[src/rtl/io_arb_pkg.sv]
// ============================================================================
// io_arb_pkg : shared FSM encoding, master indices and default timing
// Revision   : 1.0
// ============================================================================
`default_nettype none

package io_arb_pkg;

  typedef enum logic [1:0] {
    ST_IDLE   = 2'd0,
    ST_STROBE = 2'd1,
    ST_HOLD   = 2'd2,
    ST_DONE   = 2'd3
  } arb_state_e;

  localparam logic M0 = 1'b0;
  localparam logic M1 = 1'b1;

  localparam int unsigned DEFAULT_ACCESS_CYCLES = 2;

endpackage

`default_nettype wire

[src/rtl/rr_pick2.sv]
// ============================================================================
// rr_pick2 : two-way round-robin winner select with sticky lock override
// Revision : 1.0
// ============================================================================
`default_nettype none

module rr_pick2 (
  input  logic req0_i,
  input  logic req1_i,
  input  logic last_i,        // index of the master granted most recently
  input  logic lock_i,
  input  logic lock_owner_i,
  output logic valid_o,
  output logic winner_o
);
  import io_arb_pkg::*;

  logic w_owner_req;

  assign w_owner_req = (lock_owner_i == M1) ? req1_i : req0_i;

  always_comb begin
    valid_o  = req0_i | req1_i;
    winner_o = M0;
    if (lock_i && w_owner_req) begin
      winner_o = lock_owner_i;
    end else if (req0_i && req1_i) begin
      winner_o = ~last_i;
    end else if (req1_i) begin
      winner_o = M1;
    end
  end

endmodule

`default_nettype wire

[src/rtl/io_bus_arbiter.sv]
// ============================================================================
// io_bus_arbiter : two-master arbiter driving a strobed peripheral IO bus
// Revision       : 1.0
// ============================================================================
`default_nettype none

module io_bus_arbiter
  import io_arb_pkg::*;
#(
  parameter int unsigned ADDR_W        = 16,
  parameter int unsigned DATA_W        = 16,
  parameter int unsigned ACCESS_CYCLES = DEFAULT_ACCESS_CYCLES
) (
  input  logic              sys_clk_i,
  input  logic              sys_rst_i,
  input  logic              m0_req,
  input  logic              m0_rd,
  input  logic              m0_wr,
  input  logic [ADDR_W-1:0] m0_addr,
  input  logic [DATA_W-1:0] m0_wdata,
  input  logic              m0_lock,
  output logic              m0_ack,
  output logic [DATA_W-1:0] m0_rdata,
  input  logic              m1_req,
  input  logic              m1_rd,
  input  logic              m1_wr,
  input  logic [ADDR_W-1:0] m1_addr,
  input  logic [DATA_W-1:0] m1_wdata,
  input  logic              m1_lock,
  output logic              m1_ack,
  output logic [DATA_W-1:0] m1_rdata,
  output logic              io_rd,
  output logic              io_wr,
  output logic [ADDR_W-1:0] io_addr,
  output logic [DATA_W-1:0] io_dout,
  input  logic [DATA_W-1:0] io_din,
  output logic              busy,
  output logic              owner
);

  localparam logic [3:0] c_hold_last = 4'(ACCESS_CYCLES - 1);

  arb_state_e        state_q, state_d;
  logic [3:0]        cnt_q, cnt_d;
  logic              ptr_q, ptr_d;
  logic              lock_q, lock_d;
  logic              owner_q, owner_d;
  logic              rd_q, wr_q;
  logic [ADDR_W-1:0] io_addr_q;
  logic [DATA_W-1:0] io_dout_q;
  logic [DATA_W-1:0] rdata0_q, rdata1_q;

  logic              w_valid, w_win, w_grant, w_capture;
  logic              w_rd, w_wr, w_lock;
  logic [ADDR_W-1:0] w_addr;
  logic [DATA_W-1:0] w_wdata;

  rr_pick2 u_pick (
    .req0_i       (m0_req),
    .req1_i       (m1_req),
    .last_i       (ptr_q),
    .lock_i       (lock_q),
    .lock_owner_i (owner_q),
    .valid_o      (w_valid),
    .winner_o     (w_win)
  );

  assign w_rd    = (w_win == M1) ? m1_rd    : m0_rd;
  assign w_wr    = (w_win == M1) ? m1_wr    : m0_wr;
  assign w_lock  = (w_win == M1) ? m1_lock  : m0_lock;
  assign w_addr  = (w_win == M1) ? m1_addr  : m0_addr;
  assign w_wdata = (w_win == M1) ? m1_wdata : m0_wdata;

  always_comb begin
    state_d   = state_q;
    cnt_d     = cnt_q;
    ptr_d     = ptr_q;
    lock_d    = lock_q;
    owner_d   = owner_q;
    w_grant   = 1'b0;
    w_capture = 1'b0;
    case (state_q)
      ST_IDLE: begin
        if (w_valid) begin
          w_grant = 1'b1;
          owner_d = w_win;
          lock_d  = w_lock;
          state_d = ST_STROBE;
        end
      end
      ST_STROBE: begin
        cnt_d   = 4'd0;
        state_d = ST_HOLD;
      end
      ST_HOLD: begin
        if (cnt_q == c_hold_last) begin
          // Write wins over read when both flags are set, so only pure reads capture.
          w_capture = rd_q & ~wr_q;
          cnt_d     = 4'd0;
          state_d   = ST_DONE;
        end else begin
          cnt_d = cnt_q + 4'd1;
        end
      end
      ST_DONE: begin
        ptr_d   = owner_q;
        state_d = ST_IDLE;
      end
      default: state_d = ST_IDLE;
    endcase
  end

  // Pointer resets to M1 so that m0 wins the first contended grant.
  always_ff @(posedge sys_clk_i or negedge sys_rst_i) begin
    if (!sys_rst_i) begin
      state_q   <= ST_IDLE;
      cnt_q     <= 4'd0;
      ptr_q     <= M1;
      lock_q    <= 1'b0;
      owner_q   <= M0;
      rd_q      <= 1'b0;
      wr_q      <= 1'b0;
      io_addr_q <= '0;
      io_dout_q <= '0;
      rdata0_q  <= '0;
      rdata1_q  <= '0;
    end else begin
      state_q <= state_d;
      cnt_q   <= cnt_d;
      ptr_q   <= ptr_d;
      lock_q  <= lock_d;
      owner_q <= owner_d;
      if (w_grant) begin
        rd_q      <= w_rd;
        wr_q      <= w_wr;
        io_addr_q <= w_addr;
        io_dout_q <= w_wdata;
      end
      if (w_capture) begin
        if (owner_q == M1) rdata1_q <= io_din;
        else               rdata0_q <= io_din;
      end
    end
  end

  assign io_wr    = (state_q == ST_STROBE) & wr_q;
  assign io_rd    = (state_q == ST_STROBE) & rd_q & ~wr_q;
  assign m0_ack   = (state_q == ST_DONE) & (owner_q == M0);
  assign m1_ack   = (state_q == ST_DONE) & (owner_q == M1);
  assign busy     = (state_q != ST_IDLE);
  assign owner    = owner_q;
  assign io_addr  = io_addr_q;
  assign io_dout  = io_dout_q;
  assign m0_rdata = rdata0_q;
  assign m1_rdata = rdata1_q;

endmodule

`default_nettype wire

[config.mk]
export PLATFORM = sky130hd
export DESIGN_NAME = io_bus_arbiter
export DESIGN_NICKNAME = d
export VERILOG_FILES = /design/src/rtl/io_arb_pkg.sv /design/src/rtl/rr_pick2.sv /design/src/rtl/io_bus_arbiter.sv
export SDC_FILE = /design/constraint.sdc
export NUM_CORES = 1
export LEC_CHECK = 0
export BUFFER_PORTS_ARGS = -buffer_cell sky130_fd_sc_hd__clkbuf_2
export CAP_MARGIN = 20
export CORE_MARGIN = 5
export CORE_UTILIZATION = 33
export DETAILED_ROUTE_END_ITERATION = 8
export SLEW_MARGIN = 40
export SYNTH_ARGS = -nofsm -noshare
export SYNTH_HDL_FRONTEND = slang
export SYNTH_SLANG_ARGS = --single-unit
export TNS_END_PERCENT = 1
[constraint.sdc]
create_clock -name sys_clk_i -period 2 [get_ports sys_clk_i]
set_input_delay 0.1 -clock sys_clk_i [delete_from_list [all_inputs] [get_ports sys_clk_i]]
set_output_delay 0.1 -clock sys_clk_i [all_outputs]
set_load 0.05 [all_outputs]
## After elaboration in Yosys (flattened, before gate mapping)

Index checks and enable logic that the tools add are counted.

- Register bits after elaboration: 75
- Input port bits: 90
- Output and inout bits: 70
- Word-level logic and storage cells: 55

- $add $sub $neg: 1
- Eq/ne operators: 6
- Mux-type cells: 18
- Bitwise operators: 10
- Reductions and logical operators: 9

Operators by type and width:

| operator | count |
|---|---|
| $mux W16 | 2 |
| $mux W1 | 11 |
| $pmux W2 S4 | 1 |
| $pmux W4 S2 | 1 |
| $reduce_and A2 Y1 | 4 |
| $and A1 B1 Y1 | 6 |
| $add A4 B1 Y4 const B | 1 |
| $eq A2 B2 Y1 const B | 2 |
| $eq A4 B1 Y1 const B | 1 |
| $mux W2 | 2 |
| $mux W4 | 1 |
| $reduce_bool A2 Y1 | 2 |
| $not A1 Y1 | 3 |
| $eq A2 B1 Y1 const B | 1 |
| $logic_and A1 B1 Y1 | 2 |
| $logic_not A2 Y1 | 1 |
| $ne A2 B1 Y1 const B | 1 |
| $ne A2 B2 Y1 const B | 1 |
| $or A1 B1 Y1 | 1 |

## Depth between registers and ports, before layout

- Depth after elaboration: 5
- Mapped depth: 8
- Gate-level depth less buffers: 5

## Cells and area by module

From an unflattened synthesis, not the netlist that was laid out.

- Cell total of the unflattened synthesis: 271
- Area, all modules: 3424.5 µm²

Modules (own cells, without submodules):

| module | times used | cells each | area an instance (µm²) | sequential area each (µm²) |
|---|---|---|---|---|
| io_bus_arbiter | 1 | 267 | 3397.0 | 1878.1 |
| rr_pick2 | 1 | 4 | 27.5 | 0.0 |

## Least setup slack after synthesis

Ideal clock, no wire load.

- Path kind: flip-flop to flip-flop
- Start point: reg cnt_q[1]
- End point: reg rdata0_q[0], in the netlist m0_rdata[0]
- Setup time: 0.125 ns
- Arrival time: 1.947 ns
- Required time: 1.875 ns
- Path slack: -0.072 ns
- Stages on the path, launching flop included: 8
- Clock period less this slack: 2.072 ns
- Path through: dfrtp_1 inv_1 ha_1 or3b_1 buf_2 nor3_2 buf_4 mux2_2

- Cells in the longest elaborated chain, start to end: 4

Ends and longest elaborated chain:

| element | line | source |
|---|---|---|
| start, declared | io_bus_arbiter.sv:44 | `logic [3:0] cnt_q, cnt_d;` |
| start signal, assigned | io_bus_arbiter.sv:129 | `cnt_q <= cnt_d;` |
| $eq A4 B1 Y1 | io_bus_arbiter.sv:96 | `if (cnt_q == c_hold_last) begin` |
| $mux W1 | io_bus_arbiter.sv:96 |  |
| $mux W1 | io_bus_arbiter.sv:82 | `case (state_q)` |
| $reduce_and A2 Y1 (no source line) | n/a |  |
| end signal, assigned | io_bus_arbiter.sv:141 | `else rdata0_q <= io_din;` |
| end, declared | io_bus_arbiter.sv:51 | `logic [DATA_W-1:0] rdata0_q, rdata1_q;` |

No other way between the ends.
A chain may end at the register's enable or synchronous reset.

## Worst setup path after layout

- Start point: reg cnt_q[1]
- End point: reg rdata1_q[13], in the netlist m1_rdata[13]

- Cells in the longest elaborated chain, start to end: 4

Ends and longest elaborated chain:

| element | line | source |
|---|---|---|
| $eq A4 B1 Y1 | io_bus_arbiter.sv:96 |  |
| $mux W1 | io_bus_arbiter.sv:96 |  |
| $mux W1 | io_bus_arbiter.sv:82 |  |
| $reduce_and A2 Y1 (no source line) | n/a |  |
| end signal, assigned | io_bus_arbiter.sv:140 | `if (owner_q == M1) rdata1_q <= io_din;` |
| end, declared | io_bus_arbiter.sv:51 |  |

No other way between the ends.

==> flow_summary.toml <==
[run_status]
status = "completed"

[routing]
via_per_inst = 5.081
routedWlPerCell_um = 16.12
drc = 0
wl_um = 12400
vias = 3907
drt-initial-drc-count = 198
drt_first_pass_iters = 4
antenna_left = 0

[global_route]
track_usage_pct = 16.73
grt-ovfl-total = 0
grt_pass1_wl_um = 20070
first_global_vias = 3980
antenna_found_initial = 0
grt_max_degree = 44

[finish]
fill_cells = 1205
syn_to_final_growth_pct = 33.87
layout_common_cells = "clkbuf_2, dfrtp_1, nand2_1"
final_util_pct = 44.98
final_area_um2 = 5653
drive_gt1_share_pct = 40.03
final_common_cell = "clkbuf_2"
nets = 688
diodes = 0

[sta]
fmax_mhz = 522.5
fin_ws_ns = 0.08616
period_needed_ns = 1.914
max_slew.worst_pin.slew_ns = 0.4926
rsz0062_at_grt = "false"
finalSetupViolations = 0
period_share_pct = 95.69
finalMaxSlewViolations = 0
finalHoldViolations = 0
fin_skew_ns = 0.008594
slew_headroom_pct = 67.16

[critical_path]
critPathKind = "reg2reg"
crit_family = "simple AND/OR/NAND/NOR gates"
worst-path-buf-inv = 2
critPathCaptureType = "register"
worstPathMaxFanout = 8
cp_slowest_stage_delay_ns = 0.39
crit_required_ns = 2.22
crit_chain = "inv_1 -> ha_1 -> or3b_4 -> or3_4 -> buf_6 -> mux2_4"
cpMaxStageDelayCell = "or3_4"
cp.arrival_ns = 2.13
startpoint_type = "register"

[power]
finalPower_mw = 9.990
p_seq_share_pct = 26.3
ir_drop_uv = 751.7
leakagePower_nw = 2.793
p_sw_share_pct = 50.57
power_density_nw_per_um2 = 1767
p_int_mw = 4.938
power_switching_mw = 5.052
pwr-share-clk_pct = 15.7
power_frac_comb_pct = 58.0

[die]
io-pin-count = 160
row_count = 41
die_area_um2 = 15160
start_util_pct = 33.60
die_width_um = 123.1
design.core.area_um2 = 12570
die_h_um = 123.1

[place]
place_congestion = 0.8290
hpwlAfterDp_um = 8701
post_dp_cell_area_um2 = 5291
port_buffers = 159
place_ws_ns = 0.009545

[clocking]
h-tree-depth = 3
cts_sinks = 75
clk_path_buf_depth = 2
clk_pin_slew_worst_paths_ns = 0.06
root_buffer = "clkbuf_16"
cts-buffers-inserted = 9
cts_tree = "done"
clk_latency_ns = 0.34

[yosys]
synth_ff_type = "dfrtp_1"
synthesis.nets = 533
ys_seq_elements = 75
synth_top_area_share_pct = 43.85
syn_area_um2 = 4223
yosysWarnings = 0
ys_seq_area_share_pct = 44.47
synth_edf_count = 0
yosysTopAreaCell = "dfrtp_1"
syn_area_per_cell_um2 = 9.663
async_reset_ff_share_pct = 100.0
synthCells = 437
synthTopCellsByArea = "dfrtp_1, o31a_1, o32ai_1, mux2_2, nand2_1"
synth.distinct_cells = 35

[job]
drv_cap = 0

[hold_path]
hold_path_class = "in2reg"
[power groups by stage]
stage               registers (mW)  clock network [mW]  logic [mW]
floorplan                     4.65                   0        2.17
global placement              2.65                   0        5.72
detailed placement            2.66                   0        5.79
CTS                           2.65                1.61        5.81
global route                  2.72                1.66        6.19
finish                        2.63                1.56        5.79
[metrics by stage]
stage / TNS, ns / instances / hold slack [ns]
global route: 0 / 769 / 0.004921
global placement: 0 / 748 / 0.09688
floorplan: -3.040 / 437 / -0.1956
finish: 0 / 769 / 0.01518
detailed placement: 0 / 748 / 0.1037
CTS: 0 / 768 / 0.0007772
[final cells by class]
| cell class | instances | area, µm² | area share [%] |
|---|---|---|---|
| Clock inverter | 6 | 46.29 | 0.8189 |
| Clock buffer | 10 | 239.0 | 4.228 |
| Tap cell | 172 | 215.2 | 3.807 |
| Inverter | 41 | 153.9 | 2.722 |
| Multi-Input combinational cell | 279 | 2032 | 35.95 |
| Timing Repair Buffer | 186 | 1089 | 19.26 |
| Sequential cell | 75 | 1878 | 33.22 |
[worst reg2reg max path, delay by kind of cell (launching register included)]
kind	cells	cell delay [ns]
buffers and inverters	2	0.23
adder cells (fa/ha/maj)	1	0.13
multiplexers	1	0.30
flip-flops	1	0.37
AND/OR/NAND/NOR	2	0.77
[flip-flops by register name, summed over array words and instances, names as in the netlist]
name	flops
lock_q	1
io_addr	16
wr_q	1
cnt_q	4
ptr_q	1
rd_q	1
m1_rdata	16
owner	1
state_q	2
io_dout	16
m0_rdata	16
[logic make-up after synthesis]
group | count (synthesis) | synth area share [%]
DFF | 75 | 44.47
muxes | 35 | 10.19
AOI/OAI and AO/OA | 114 | 21.21
buffers and inverters | 83 | 8.059
adders and majority gates | 6 | 1.778
and+or+nand+nor | 124 | 14.28
[worst paths after layout]
path,slack [ns],from,cells past startpoint,to
setup / recovery,0.09,cnt_q[1]$_DFFE_PN0P_,6,m1_rdata[13]$_DFFE_PN0P_
hold / removal,0.02,io_din[1],2,m0_rdata[1]$_DFFE_PN0P_
setup reg to reg,0.09,cnt_q[1]$_DFFE_PN0P_,6,m1_rdata[13]$_DFFE_PN0P_
hold reg to reg,0.51,m0_rdata[12]$_DFFE_PN0P_,1,m0_rdata[12]$_DFFE_PN0P_
max in group asynchronous,1.08,sys_rst_i,3,ptr_q$_DFFE_PN1N_
min in group asynchronous,0.27,sys_rst_i,2,io_addr[10]$_DFFE_PN0P_
[cell usage after synthesis, types with 2 or more instances]
cell type  number
o2bb2ai_1       2
o32ai_1        35
dfrtp_1        74
mux2_4         10
and2_1          3
clkbuf_1       38
inv_1          41
nand2b_1       37
mux2_2         24
nand2_1        71
a31oi_1        35
nand3_1         2
ha_1            6
nor2_1          2
o21ai_0         3
o31a_1         35
[routing by layer]
layer,routed length [µm],up-vias,global-route usage (%)
met3,666,21,3.843
met2,6091,119,27.32
met4,308,0,7.405
li1,-,1871,-
met1,5331,1896,21.18
met5,0,-,0
[what timing repair did]
| action | 4_1_cts | 5_1_grt |
|---|---|---|
| endpoints found under the setup margin | 1 | 32 |
| hold endpoints to repair | 36 | 0 |
| resized for setup | 1 | 6 |
| hold buffers | 4 | 0 |
| setup buffers | 0 | 1 |
| pin swaps | 0 | 1 |
(Power assumes the default switching activity.)
